<file path="config.mk">
export PLATFORM = sky130hd
export DESIGN_NAME = fifo_wr_master_flat
export DESIGN_NICKNAME = d
export VERILOG_FILES = /design/src/rtl/fifo_wr_master_if.sv /design/src/rtl/fifo_wr_master.sv /design/src/flat_wrapper.sv
export SDC_FILE = /design/constraint.sdc
export NUM_CORES = 1
export LEC_CHECK = 0
export ABC_CLOCK_PERIOD_IN_PS = 4600
export CORE_ASPECT_RATIO = 0.8
export CORE_MARGIN = 2
export CORE_UTILIZATION = 52
export DETAILED_ROUTE_END_ITERATION = 6
export GPL_TIMING_DRIVEN = 0
export PLACE_DENSITY = 0.82
export SETUP_SLACK_MARGIN = 0.4
export SYNTH_ARGS = -nofsm -noshare
export SYNTH_HDL_FRONTEND = slang
export SYNTH_SLANG_ARGS = --single-unit
export TNS_END_PERCENT = 30
</file>
<file path="constraint.sdc">
create_clock -name clk_wr_i -period 4.6 [get_ports clk_wr_i]
set_input_delay 1.38 -clock clk_wr_i [delete_from_list [all_inputs] [get_ports clk_wr_i]]
set_output_delay 1.38 -clock clk_wr_i [all_outputs]
set_load 0.05 [all_outputs]
</file>
<file path="src/rtl/fifo_wr_master_if.sv">
// Upstream stream and FIFO write-port signals of fifo_wr_master.
// The master modport is the block's view; the slave modport is the environment's.
interface fifo_wr_master_if #(
  parameter int DATA_WIDTH = 18
);
  logic                  s_valid_i;
  logic [DATA_WIDTH-1:0] s_data_i;
  logic                  s_ready_o;

  logic                  fifo_rst_n_o;
  logic                  fifo_daf_o;
  logic                  fifo_wr_o;
  logic [DATA_WIDTH-1:0] fifo_data_o;
  logic                  fifo_wr_ok_i;
  logic                  fifo_half_full_i;
  logic                  fifo_af_ae_i;

  modport master (
    input  s_valid_i, s_data_i, fifo_wr_ok_i, fifo_half_full_i, fifo_af_ae_i,
    output s_ready_o, fifo_rst_n_o, fifo_daf_o, fifo_wr_o, fifo_data_o
  );

  modport slave (
    output s_valid_i, s_data_i, fifo_wr_ok_i, fifo_half_full_i, fifo_af_ae_i,
    input  s_ready_o, fifo_rst_n_o, fifo_daf_o, fifo_wr_o, fifo_data_o
  );
endinterface

</file>
<file path="src/rtl/fifo_wr_master.sv">
// Programs the almost-full offset of an attached FIFO after reset, then streams
// upstream words into it through a 2-entry skid buffer.
module fifo_wr_master #(
  parameter int DATA_WIDTH   = 18,
  parameter int FIFO_ENTRIES = 1024,
  parameter int AF_OFFSET    = 0
) (
  input  logic                    clk_wr_i,
  input  logic                    rst_n_i,
  fifo_wr_master_if.master        bus,
  output logic                    cfg_done_o,
  output logic                    near_full_o,
  output logic [15:0]             wr_count_o
);

  typedef enum logic [2:0] {
    SETUP,
    STROBE,
    RELEASE,
    SETTLE,
    RUN
  } state_e;

  localparam logic [DATA_WIDTH-1:0] OFFSET_WORD   = DATA_WIDTH'(AF_OFFSET);
  localparam bit                    CUSTOM_OFFSET = (AF_OFFSET != 0);

  if ((FIFO_ENTRIES < 4) || ((FIFO_ENTRIES & (FIFO_ENTRIES - 1)) != 0) ||
      (AF_OFFSET < 0) || (AF_OFFSET > FIFO_ENTRIES / 2 - 1)) begin : g_bad_cfg
    $error("fifo_wr_master: FIFO_ENTRIES/AF_OFFSET combination is not supported");
  end

  // ---------------------------------------------------------------------------
  // Programming FSM
  // ---------------------------------------------------------------------------
  state_e state_q, state_d;
  logic   hold_q,  hold_d;       // set during the second cycle of STROBE/SETTLE
  logic   fifo_rst_n_q, fifo_rst_n_d;
  logic   fifo_daf_q,   fifo_daf_d;
  logic   cfg_done_q,   cfg_done_d;

  // NOTE: flops use non-blocking (<=) so every register samples pre-edge values.
  always_ff @(posedge clk_wr_i or negedge rst_n_i) begin
    if (!rst_n_i) begin
      state_q      <= SETUP;
      hold_q       <= 1'b0;
      fifo_rst_n_q <= 1'b0;
      fifo_daf_q   <= 1'b1;
      cfg_done_q   <= 1'b0;
    end else begin
      state_q      <= state_d;
      hold_q       <= hold_d;
      fifo_rst_n_q <= fifo_rst_n_d;
      fifo_daf_q   <= fifo_daf_d;
      cfg_done_q   <= cfg_done_d;
    end
  end

  // Outputs are decoded from the next state so the output flops line up with
  // the state register cycle for cycle.
  // NOTE: every signal gets a default before the case, so no latch is inferred.
  always_comb begin
    state_d      = state_q;
    hold_d       = 1'b0;
    fifo_rst_n_d = 1'b1;
    fifo_daf_d   = 1'b1;
    cfg_done_d   = 1'b0;

    unique case (state_q)
      SETUP:   state_d = CUSTOM_OFFSET ? STROBE : RELEASE;
      STROBE:  if (hold_q) state_d = RELEASE; else hold_d = 1'b1;
      RELEASE: state_d = SETTLE;
      SETTLE:  if (hold_q) state_d = RUN; else hold_d = 1'b1;
      RUN:     state_d = RUN;
      default: state_d = SETUP;
    endcase

    case (state_d)
      SETUP:   fifo_rst_n_d = 1'b0;
      STROBE: begin
        fifo_rst_n_d = 1'b0;
        fifo_daf_d   = 1'b0;
      end
      RELEASE: fifo_daf_d = !CUSTOM_OFFSET;
      RUN:     cfg_done_d = 1'b1;
      default: ;
    endcase
  end

  // ---------------------------------------------------------------------------
  // Skid buffer: head drives the FIFO port directly, tail catches one extra word
  // ---------------------------------------------------------------------------
  logic                  run;
  logic                  push;
  logic                  pop;
  logic [DATA_WIDTH-1:0] head_q;
  logic [DATA_WIDTH-1:0] tail_q;
  logic                  head_vld_q;
  logic                  tail_vld_q;
  logic [15:0]           wr_count_q;

  assign run           = (state_q == RUN);
  assign bus.s_ready_o = run & ~tail_vld_q;
  assign push          = bus.s_valid_i & bus.s_ready_o;
  assign pop           = head_vld_q & bus.fifo_wr_ok_i;

  // Outside RUN the head register carries the offset word on the data bus.
  always_ff @(posedge clk_wr_i or negedge rst_n_i) begin
    if (!rst_n_i) begin
      head_q     <= '0;
      head_vld_q <= 1'b0;
      tail_vld_q <= 1'b0;
      wr_count_q <= '0;
    end else if (!run) begin
      head_q <= OFFSET_WORD;
    end else if (pop) begin
      wr_count_q <= wr_count_q + 16'd1;
      if (tail_vld_q) begin
        head_q     <= tail_q;
        tail_vld_q <= 1'b0;
      end else if (push) begin
        head_q <= bus.s_data_i;
      end else begin
        head_vld_q <= 1'b0;
      end
    end else if (push) begin
      if (head_vld_q) begin
        tail_vld_q <= 1'b1;
      end else begin
        head_q     <= bus.s_data_i;
        head_vld_q <= 1'b1;
      end
    end
  end

  // NOTE: the tail slot is storage without reset; it is only read while tail_vld_q is set.
  always_ff @(posedge clk_wr_i) begin
    if (push && head_vld_q && !pop) begin
      tail_q <= bus.s_data_i;
    end
  end

  assign bus.fifo_rst_n_o = fifo_rst_n_q;
  assign bus.fifo_daf_o   = fifo_daf_q;
  assign bus.fifo_wr_o    = head_vld_q;
  assign bus.fifo_data_o  = head_q;
  assign cfg_done_o       = cfg_done_q;
  assign wr_count_o       = wr_count_q;

  // Status only: the FIFO's own wr_ok provides the back-pressure.
  assign near_full_o = bus.fifo_af_ae_i & bus.fifo_half_full_i;

endmodule

</file>
<file path="src/flat_wrapper.sv">
// flat-port wrapper written by rule: the top's interface ports become plain ports
module fifo_wr_master_flat 
#(
  parameter int DATA_WIDTH   = 18,
  parameter int FIFO_ENTRIES = 1024,
  parameter int AF_OFFSET    = 0
)
  (clk_wr_i, rst_n_i, cfg_done_o, near_full_o, wr_count_o, bus_s_valid_i, bus_s_data_i, bus_fifo_wr_ok_i, bus_fifo_half_full_i, bus_fifo_af_ae_i, bus_s_ready_o, bus_fifo_rst_n_o, bus_fifo_daf_o, bus_fifo_wr_o, bus_fifo_data_o);
  fifo_wr_master_if #(.DATA_WIDTH(DATA_WIDTH)) bus_i ();
  input  logic clk_wr_i;
  input  logic rst_n_i;
  output logic cfg_done_o;
  output logic near_full_o;
  output logic [15:0] wr_count_o;
  input wire logic [$bits(bus_i.s_valid_i)-1:0] bus_s_valid_i;
  input wire logic [$bits(bus_i.s_data_i)-1:0] bus_s_data_i;
  input wire logic [$bits(bus_i.fifo_wr_ok_i)-1:0] bus_fifo_wr_ok_i;
  input wire logic [$bits(bus_i.fifo_half_full_i)-1:0] bus_fifo_half_full_i;
  input wire logic [$bits(bus_i.fifo_af_ae_i)-1:0] bus_fifo_af_ae_i;
  output wire logic [$bits(bus_i.s_ready_o)-1:0] bus_s_ready_o;
  output wire logic [$bits(bus_i.fifo_rst_n_o)-1:0] bus_fifo_rst_n_o;
  output wire logic [$bits(bus_i.fifo_daf_o)-1:0] bus_fifo_daf_o;
  output wire logic [$bits(bus_i.fifo_wr_o)-1:0] bus_fifo_wr_o;
  output wire logic [$bits(bus_i.fifo_data_o)-1:0] bus_fifo_data_o;
  assign bus_i.s_valid_i = bus_s_valid_i;
  assign bus_i.s_data_i = bus_s_data_i;
  assign bus_i.fifo_wr_ok_i = bus_fifo_wr_ok_i;
  assign bus_i.fifo_half_full_i = bus_fifo_half_full_i;
  assign bus_i.fifo_af_ae_i = bus_fifo_af_ae_i;
  assign bus_s_ready_o = bus_i.s_ready_o;
  assign bus_fifo_rst_n_o = bus_i.fifo_rst_n_o;
  assign bus_fifo_daf_o = bus_i.fifo_daf_o;
  assign bus_fifo_wr_o = bus_i.fifo_wr_o;
  assign bus_fifo_data_o = bus_i.fifo_data_o;
  fifo_wr_master #(.DATA_WIDTH(DATA_WIDTH), .FIFO_ENTRIES(FIFO_ENTRIES), .AF_OFFSET(AF_OFFSET)) u_core (.clk_wr_i(clk_wr_i), .rst_n_i(rst_n_i), .bus(bus_i), .cfg_done_o(cfg_done_o), .near_full_o(near_full_o), .wr_count_o(wr_count_o));
endmodule
</file>
==> flow_summary.json <==
{
  "status": "finished clean",
  "power.density_nw_per_um2": 633,
  "final_hold_viol_count": 0,
  "dr.pass1.iters": 4,
  "cp.arrival_ps": 2740,
  "setup_violations": 0,
  "holdBufCountCts": 0,
  "avgViaCountPerCell": 5.44,
  "peakVddDrop_uv": 458,
  "io_pins": 64,
  "dp_hpwl_um": 3930,
  "netlist.area_leader.share_pct": 41.2,
  "cp-end-kind": "output port",
  "clock_tree.root_cell": "clkbuf_8",
  "multi_input_area_um2": 810,
  "cts_tree": "built",
  "postLayoutCoreUtil_pct": 74.4,
  "drtIter0Drc": 136,
  "ys_warn_count": 0,
  "fp.dieH_um": 66.6,
  "antenna_found_initial": 0,
  "finalSetupTns_ps": 0,
  "insertion_delay_ps": 340,
  "reg2reg_depth": 2,
  "critPathSlowestCell": "clkdlybuf4s50_1",
  "start_util_pct": 54.8,
  "syn_avg_cell_area_um2": 10.9,
  "r2r_start": "u_core.state_q[1]",
  "netlist_top_cells_area": "dfrtp_1 41%, edfxtp_1 21%, nor2_1 6.8%",
  "final_layout_size_suffix_gt1_share_pct": 7.32,
  "nFillCells": 334,
  "routedWlPerCell_um": 15.0,
  "layout.cells.non_filler": 374,
  "synth_edf_count": 18,
  "leakage_nw": 1.44,
  "die_x_um": 82.3,
  "yosysUniqueCellTypes": 35,
  "start_kind": "input pin",
  "fin_crit_sh_pct": 89.7,
  "cap_violations": 0,
  "ant_nets": 0,
  "slew-limit-headroom_pct": 41.8,
  "dp_cells": 358,
  "gp_congestion": 0.792,
  "core_um2": 4650,
  "synthFlopType": "dfrtp_1",
  "cpPeakStageDelay_ps": 790,
  "clk_pin_slew_ps": 60,
  "grt_first_pass_wirelength_um": 9290,
  "clk_path_buf_depth": 2,
  "cts_resized": 0,
  "skew_ps": 7.59,
  "grt_setup_unrepaired": "no",
  "crit_chain": "clkdlybuf4s50_1 -> and2_1 -> clkdlybuf4s50_1",
  "synthCells": 234,
  "drc": 0,
  "path_class": "input pin to output port",
  "num_antenna_cells": 0,
  "synth_area_um2": 2550,
  "area_delta_synth_final_pct": 35.7,
  "synthArstFlopShare_pct": 70.5,
  "min_path_type": "flop to flop",
  "cp_num_buf_inv": 2,
  "ys_seq_area_share_pct": 63.4,
  "period_minus_slack_ps": 4120,
  "drt_wl_total_um": 5610,
  "yosysTopAreaCell": "dfrtp_1",
  "cts_made_buffers": 9,
  "dieArea_um2": 5480,
  "io_buffers": 63,
  "post-cts-setup-buffers": 0,
  "num_vias": 2036,
  "dp_worst_setup_slack_ps": 469,
  "tightest_slew_ps": 872,
  "path_depth": 3,
  "crit_path_max_fanout": 1,
  "crit_family": "buffers and inverters",
  "layout_common_cells": "62 x clkdlybuf4s50_1, 46 x nor2_1, 42 x dfrtp_1",
  "fin_hold_ws_ps": 472,
  "crit_start": "bus_fifo_half_full_i",
  "timing.rr.end": "u_core.tail_q[3]",
  "final-max-slew-violation-count": 0,
  "critical_path.most_common_cell": "clkdlybuf4s50_1",
  "rrSetupSlack_ps": 2490,
  "cts_sinks": 61,
  "seqCellArea_um2": 1620,
  "critPathCapture": "near_full_o",
  "max_freq_mhz": 242,
  "synth_nets": 259,
  "h-tree-depth": 3,
  "fin_ws_ps": 476,
  "grt_max_degree": 24,
  "rows": 22,
  "final_common_cell": "clkdlybuf4s50_1",
  "final_nets": 334,
  "overflow": 0,
  "grt_pass1_vias": 1982,
  "crit_required_ps": 3220,
  "gr-usage-all-layers_pct": 23.6,
  "synth-seq-cells": 61
}
[worst register-to-register path, cell delays in order (launching register included)]
cell	delay, ps
dfrtp_1	440
nor3b_1	440
and4b_1	850
[power by group]
group	leakage (nW)	internal [mW]	switching, mW
combinational	0.688	0.324	0.635
clock	0.0937	0.239	0.191
sequential	0.661	0.694	0.107
[Yosys cell counts (2+ instances only)]
master,n
dfrtp_1,42
xnor2_1,6
buf_2,2
o22ai_1,18
clkbuf_1,9
nand4_1,3
and4_1,2
nor3_1,2
o21ai_0,2
xor2_1,9
inv_1,21
nor2_1,46
a21oi_1,19
or3_1,2
nand2_1,8
edfxtp_1,18
nand2b_1,3
nor3_2,2
nand3_1,4
[routing by layer]
layer / part of all wire, % / up-vias / track usage [%]
li1: - / 951 / -
met5: 0 / - / 0
met2: 47 / 81 / 35.4
met4: 3.0 / 0 / 12.3
met1: 44 / 991 / 30.4
met3: 6.5 / 13 / 7.72
[how the worst min path moves through the flow]
| stage | slack [ps] | cells past startpoint | startpoint | to |
|---|---|---|---|---|
| floorplan | 460 | 2 | u_core.tail_q[0] | u_core.bus.fifo_data_o[0] |
| global placement | 460 | 2 | u_core.tail_q[0] | u_core.bus.fifo_data_o[0] |
| detailed placement | 460 | 1 | u_core.wr_count_o[15] | u_core.wr_count_o[15] |
| CTS | 470 | 1 | u_core.wr_count_o[15] | u_core.wr_count_o[15] |
| global route | 480 | 1 | u_core.wr_count_o[15] | u_core.wr_count_o[15] |
| finish | 470 | 1 | u_core.wr_count_o[15] | u_core.wr_count_o[15] |
[through the flow]
stage                     area (µm²)  total power, mW
after floorplan                 2550             1.42
after global placement          3260             1.74
after detailed placement        3280             1.76
after CTS                       3460             2.20
after global routing            3460             2.30
final                           3460             2.19
[flip-flops by register name, summed over array words and instances, names as in the netlist]
signal / count
u_core.tail_vld_q: 1
u_core.wr_count_o: 16
u_core.state_q: 3
u_core.tail_q: 18
u_core.bus.fifo_wr_o: 1
u_core.cfg_done_o: 1
u_core.hold_q: 1
u_core.bus.fifo_data_o: 18
u_core.bus.fifo_daf_o: 1
u_core.bus.fifo_rst_n_o: 1
[area by class of cell]
class | count | share of cell area [%]
flip-flops and latches | 61 | 46.8
multi-input cells | 141 | 23.4
repair buffers | 64 | 18.9
clock buffers | 15 | 5.10
inverters | 21 | 2.28
well taps | 60 | 2.17
plain buffers | 11 | 1.27
clock inverters | 1 | 0.145
[cell families after synthesis]
| group | after synthesis | synth area share, % |
|---|---|---|
| XOR/XNOR | 15 | 5.15 |
| AND/OR/NAND/NOR | 80 | 15.6 |
| flip-flops | 61 | 63.4 |
| multiplexers | 1 | 0.442 |
| AO/OA/AOI/OAI | 44 | 10.1 |
| adder cells (fa/ha/maj) | 1 | 0.491 |
| buffers and inverters | 32 | 4.81 |
(Power assumes the default switching activity.)
